File: config.mk
export PLATFORM = sky130hd
export DESIGN_NAME = col_hist_accum
export DESIGN_NICKNAME = d
export VERILOG_FILES = /design/src/rtl/col_hist_accum.sv
export SDC_FILE = /design/constraint.sdc
export NUM_CORES = 1
export LEC_CHECK = 0
export BUFFER_PORTS_ARGS = -buffer_cell sky130_fd_sc_hd__clkbuf_2
export CAP_MARGIN = 20
export CORE_UTILIZATION = 63
export CTS_CLUSTER_DIAMETER = 40
export DETAILED_ROUTE_END_ITERATION = 16
export GPL_TIMING_DRIVEN = 1
export MAX_ROUTING_LAYER = met4
export PLACE_DENSITY = 0.85
export SLEW_MARGIN = 20
export SYNTH_ARGS = -nofsm -noshare
export SYNTH_HDL_FRONTEND = slang
export SYNTH_SLANG_ARGS = --single-unit
File: constraint.sdc
create_clock -name clk -period 7.7 [get_ports clk]
set_input_delay 1.54 -clock clk [delete_from_list [all_inputs] [get_ports clk]]
set_output_delay 1.54 -clock clk [all_outputs]
set_load 0.01 [all_outputs]
File: src/rtl/col_hist_accum.sv
// Column-projection histogram: clears a 256x8 dual-port RAM, counts hit pixels per
// column by read-modify-write, then scans the RAM for the peak column and total.
module col_hist_accum #(
    parameter logic [7:0] MIN_PEAK   = 8'd4,
    parameter int         RAM_RD_LAT = 1
) (
    input  logic        clk,
    input  logic        rst_n,
    input  logic        sof,
    input  logic        eof,
    input  logic        pix_valid,
    input  logic [7:0]  pix_x,
    input  logic        pix_hit,
    output logic        busy,
    output logic        result_valid,
    output logic [7:0]  peak_x,
    output logic [7:0]  peak_cnt,
    output logic [15:0] col_total,
    output logic        found,
    output logic        ram_cea,
    output logic        ram_wrea,
    output logic [7:0]  ram_ada,
    output logic [7:0]  ram_dina,
    output logic        ram_ceb,
    output logic [7:0]  ram_adb,
    input  logic [7:0]  ram_doutb
);
    typedef enum logic [2:0] {IDLE, CLEAR, ACCUM, DRAIN, SCAN, DONE} state_t;

    localparam logic [8:0] LAT      = 9'(RAM_RD_LAT);
    localparam logic [7:0] LAT8     = 8'(RAM_RD_LAT);
    localparam logic [8:0] SCAN_END = 9'd255 + LAT;

    state_t      state;
    logic        p1_valid, p2_valid;
    logic [7:0]  p1_x, p2_x;
    logic        old_we;
    logic [7:0]  old_ad, old_din;
    logic        drain_cnt;
    logic [8:0]  scan_cnt;
    logic [7:0]  max_cnt, max_x;
    logic [15:0] sum;

    logic        accept;
    logic [7:0]  cur_val, nv, scan_idx, new_max, new_x;
    logic [15:0] new_sum;
    logic        gt;

    always_comb begin
        accept = (state == ACCUM) && pix_valid && pix_hit && !eof && !sof;
        // The write on port A now and the one before it both land at or after
        // the edge that captured ram_doutb, so either may be newer than the RAM data.
        if (ram_wrea && ram_ada == p2_x)
            cur_val = ram_dina;
        else if (old_we && old_ad == p2_x)
            cur_val = old_din;
        else
            cur_val = ram_doutb;
        nv       = (cur_val == 8'hFF) ? 8'hFF : cur_val + 8'd1;
        scan_idx = scan_cnt[7:0] - LAT8;
        gt       = ram_doutb > max_cnt;
        new_max  = gt ? ram_doutb : max_cnt;
        new_x    = gt ? scan_idx : max_x;
        new_sum  = sum + {8'd0, ram_doutb};
    end

    always_ff @(posedge clk) begin
        if (!rst_n) begin
            state        <= IDLE;
            p1_valid     <= 1'b0;
            p2_valid     <= 1'b0;
            p1_x         <= 8'd0;
            p2_x         <= 8'd0;
            old_we       <= 1'b0;
            old_ad       <= 8'd0;
            old_din      <= 8'd0;
            drain_cnt    <= 1'b0;
            scan_cnt     <= 9'd0;
            max_cnt      <= 8'd0;
            max_x        <= 8'd0;
            sum          <= 16'd0;
            busy         <= 1'b0;
            result_valid <= 1'b0;
            peak_x       <= 8'd0;
            peak_cnt     <= 8'd0;
            col_total    <= 16'd0;
            found        <= 1'b0;
            ram_cea      <= 1'b0;
            ram_wrea     <= 1'b0;
            ram_ada      <= 8'd0;
            ram_dina     <= 8'd0;
            ram_ceb      <= 1'b0;
            ram_adb      <= 8'd0;
        end else begin
            p1_valid     <= accept;
            if (accept)
                p1_x <= pix_x;
            p2_valid     <= p1_valid && !sof;
            p2_x         <= p1_x;
            old_we       <= ram_cea && ram_wrea;
            old_ad       <= ram_ada;
            old_din      <= ram_dina;
            result_valid <= 1'b0;
            ram_ceb      <= 1'b0;

            // Port A: clear sweep has priority, otherwise the S2 write-back.
            if (sof) begin
                ram_cea  <= 1'b1;
                ram_wrea <= 1'b1;
                ram_ada  <= 8'd0;
                ram_dina <= 8'd0;
            end else if (state == CLEAR) begin
                if (ram_ada == 8'hFF) begin
                    ram_cea  <= 1'b0;
                    ram_wrea <= 1'b0;
                end else begin
                    ram_ada <= ram_ada + 8'd1;
                end
            end else if (p2_valid) begin
                ram_cea  <= 1'b1;
                ram_wrea <= 1'b1;
                ram_ada  <= p2_x;
                ram_dina <= nv;
            end else begin
                ram_cea  <= 1'b0;
                ram_wrea <= 1'b0;
            end

            if (sof) begin
                state <= CLEAR;
                busy  <= 1'b1;
            end else begin
                case (state)
                    IDLE: ;
                    CLEAR: begin
                        if (ram_ada == 8'hFF) begin
                            state <= ACCUM;
                            busy  <= 1'b0;
                        end
                    end
                    ACCUM: begin
                        if (eof) begin
                            state     <= DRAIN;
                            busy      <= 1'b1;
                            drain_cnt <= 1'b0;
                        end else if (accept) begin
                            ram_ceb <= 1'b1;
                            ram_adb <= pix_x;
                        end
                    end
                    DRAIN: begin
                        if (drain_cnt) begin
                            state    <= SCAN;
                            ram_ceb  <= 1'b1;
                            ram_adb  <= 8'd0;
                            scan_cnt <= 9'd0;
                            max_cnt  <= 8'd0;
                            max_x    <= 8'd0;
                            sum      <= 16'd0;
                        end else begin
                            drain_cnt <= 1'b1;
                        end
                    end
                    SCAN: begin
                        scan_cnt <= scan_cnt + 9'd1;
                        if (scan_cnt < 9'd255) begin
                            ram_ceb <= 1'b1;
                            ram_adb <= scan_cnt[7:0] + 8'd1;
                        end
                        if (scan_cnt >= LAT) begin
                            max_cnt <= new_max;
                            max_x   <= new_x;
                            sum     <= new_sum;
                        end
                        if (scan_cnt == SCAN_END) begin
                            state        <= DONE;
                            busy         <= 1'b0;
                            peak_x       <= new_x;
                            peak_cnt     <= new_max;
                            col_total    <= new_sum;
                            found        <= (new_max >= MIN_PEAK);
                            result_valid <= 1'b1;
                        end
                    end
                    DONE:    state <= IDLE;
                    default: state <= IDLE;
                endcase
            end
        end
    end
endmodule

==> flow_metrics.tcl <==
set metrics [dict create \
    fp-row-count 38 \
    synthFlopType "dfxtp_1" \
    outcome "finished, final reports clean" \
    vias 6271 \
    r2r_cells 9 \
    avgSynthCellArea_um2 8.54 \
    synth_warnings 0 \
    insertion_delay_ps 540 \
    cp_top_family "compound AO/OA/AOI/OAI gates" \
    hold_start "p1_valid" \
    cts_resized 0 \
    hold_class "reg -> reg" \
    hold_buffers 0 \
    slowest_delay_ps 920 \
    grt_setup_unrepaired "no" \
    ant_nets 0 \
    hold_end "p2_valid" \
    remaining_drc_errors 0 \
    final_area_mm2 0.00794 \
    cts_tree "yes" \
    peakVddDrop_mv 0.173 \
    timing.final.crit_share_pct 53.5 \
    antennaDiodeCount 0 \
    dieWidth_um 107 \
    core_mm2 0.0108 \
    grt_pass1_wl_mm 28.3 \
    ys_top_cells_by_area "dfxtp_1 (40%), nor2_1 (6.3%), a21oi_1 (5.1%)" \
    area_growth_pct 14.0 \
    crit_slowest_cell "a2111oi_0" \
    yosysTopAreaCell "dfxtp_1" \
    rr_startpoint "sum[0]" \
    syn_nets 861 \
    antenna_found_initial 0 \
    io_buffer_count 83 \
    drv_slew 0 \
    period_needed_ps 4120 \
    die_h_um 107 \
    async_flop_share_pct 0 \
    drt_first_pass_iters 5 \
    grt_max_degree 64 \
    start_util_pct 64.6 \
    cts_setup_buffers 0 \
    finalWeightedCongestion 0.965 \
    rr_endpoint "sum[12]" \
    slew_headroom_pct 30.1 \
    post_drt_wl_per_cell_um 17.0 \
    endpoint_kind "flop" \
    cp_max_fo 5 \
    tns_ps 0 \
    yosys_register_bits 141 \
    critical_path_arrival_ps 4560 \
    cp.required_ps 8150 \
    dpl.hpwl_mm 11.7 \
    cp-start-kind "primary input" \
    maxCapViolCount 0 \
    yosysMostFrequentCell "dfxtp_1" \
    yosysSeqAreaShare_pct 40.5 \
    h-tree-depth 4 \
    track_usage_pct 32.2 \
    initialDrtViolationCount 516 \
    grt_pass1_vias 5894 \
    pwr_density_cell_mw_per_mm2 213 \
    numCtsBuffers 17 \
    rrSetupSlack_ps 4420 \
    synth_cell_type_count 67 \
    holdPathStages 1 \
    dieArea_mm2 0.0115 \
    io_pins 84 \
    gr-total-overflow 0 \
    timing.fmax_ghz 0.243 \
    finalSetupViolations 0 \
    dpl_cell_area_mm2 0.00733 \
    syn-cell-area_mm2 0.00697 \
    ctsRootBufferMaster "clkbuf_8" \
    path_buf_inv 1 \
    path_clk_slew_ps 60 \
    tightest_slew_ps 1020 \
    finalClockSkew_ps 5.55 \
    clock_path_buffers 2 \
    crit_type "in -> reg" \
    synth_top_area_share_pct 40.5 \
    hold_viol 0 \
    synth_edf_count 0 \
    drive_gt1_share_pct 16.9 \
    leakage_nw 3.09 \
    cp_cell_sequence "clkbuf_2, ha_1, fa_1, a21o_1, a21oi_1, o21bai_1, a2111oi_0, or3_1, o21ai_0, a311oi_1" \
    nets 913 \
    whs_ps 432 \
    synth.top_cells.by_count "dfxtp_1 (141), nor2_1 (117), a21oi_1 (71)" \
    numClockSinks 141 \
    routed_wl_mm 17.3 \
    power.total_mw 1.70 \
    postSynthCellCount 816 \
    viasPerCell 6.15 \
]
==> how the worst max path moves through the flow <==
stage	slack, ps	depth (start not counted)	startpoint	end
floorplan	3820	9	ram_doutb[0]	sum[14]
global placement	3410	10	ram_doutb[0]	sum[12]
detailed placement	3110	10	ram_doutb[0]	sum[12]
CTS	3670	10	ram_doutb[0]	sum[12]
global route	3500	10	ram_doutb[0]	sum[12]
finish	3580	10	ram_doutb[0]	sum[12]
==> registers in the layout, summed over array words and instances (netlist names), 3 cells and up <==
register   flops
ram_ada        8
p1_x           8
old_ad         8
scan_cnt       9
max_cnt        8
col_total     16
state          3
p2_x           8
peak_cnt       8
max_x          8
ram_adb        8
sum           16
old_din        8
ram_dina       8
peak_x         8
==> cell usage in the layout (no fill, tap or decap), drive strengths merged, types with 5 or more instances in the layout <==
| cell | instances |
|---|---|
| dfxtp | 141 |
| nor2 | 119 |
| clkbuf | 103 |
| a21oi | 74 |
| nand2 | 65 |
| xnor2 | 31 |
| a22oi | 29 |
| o21ai | 29 |
| and2 | 28 |
| ha | 22 |
| inv | 22 |
| a211oi | 19 |
| nand3 | 18 |
| mux2i | 18 |
| xor2 | 17 |
| nand4 | 16 |
| nor3 | 12 |
| a31oi | 10 |
| a311oi | 8 |
| mux2 | 7 |
| or3 | 7 |
| nor4 | 6 |
| a21o | 6 |
| buf | 5 |
| nand3b | 5 |
==> area by class of cell <==
type | instances | area, um2
Clock buffer | 20 | 445
Multi-Input combinational cell | 598 | 3800
Fill cell | 783 | 2850
Sequential cell | 141 | 2820
Inverter | 22 | 82.6
Timing Repair Buffer | 88 | 453
Tap cell | 140 | 175
Clock inverter | 11 | 166
==> logic make-up after synthesis <==
group                      after synthesis  share of synthesized area (%)
AOI/OAI and AO/OA                      199                           18.9
xor gates and xnor gates                48                           6.25
adders and majority gates               23                           4.24
buffers and inverters                   77                           5.06
DFF                                    141                           40.5
muxes                                   25                           3.90
and+or+nand+nor                        303                           21.2
==> routing by layer <==
| layer | wire length [um] | global-route usage (%) |
|---|---|---|
| met1 | 7300 | 38.5 |
| met2 | 8600 | 51.8 |
| met4 | 347 | 14.9 |
| met5 | 0 | - |
| met3 | 1090 | 6.87 |
==> power by group <==
group | switching (mW) | internal [mW] | leakage [nW] | total (mW)
logic | 0.0680 | 0.0383 | 1.66 | 0.106
clock network | 0.311 | 0.540 | 0.293 | 0.851
registers | 0.00568 | 0.733 | 1.14 | 0.738
==> through the flow <==
stage / std cells / setup WS (ps) / utilization (%)
3_3_place_gp: 989 / 3410 / 67.9
3_5_place_dp: 989 / 3110 / 67.9
6_report: 1020 / 3580 / 73.6
4_1_cts: 1020 / 3670 / 73.6
5_1_grt: 1020 / 3500 / 73.6
2_1_floorplan: 816 / 3820 / -
No activity file was read; power rests on OpenSTA's default activity.
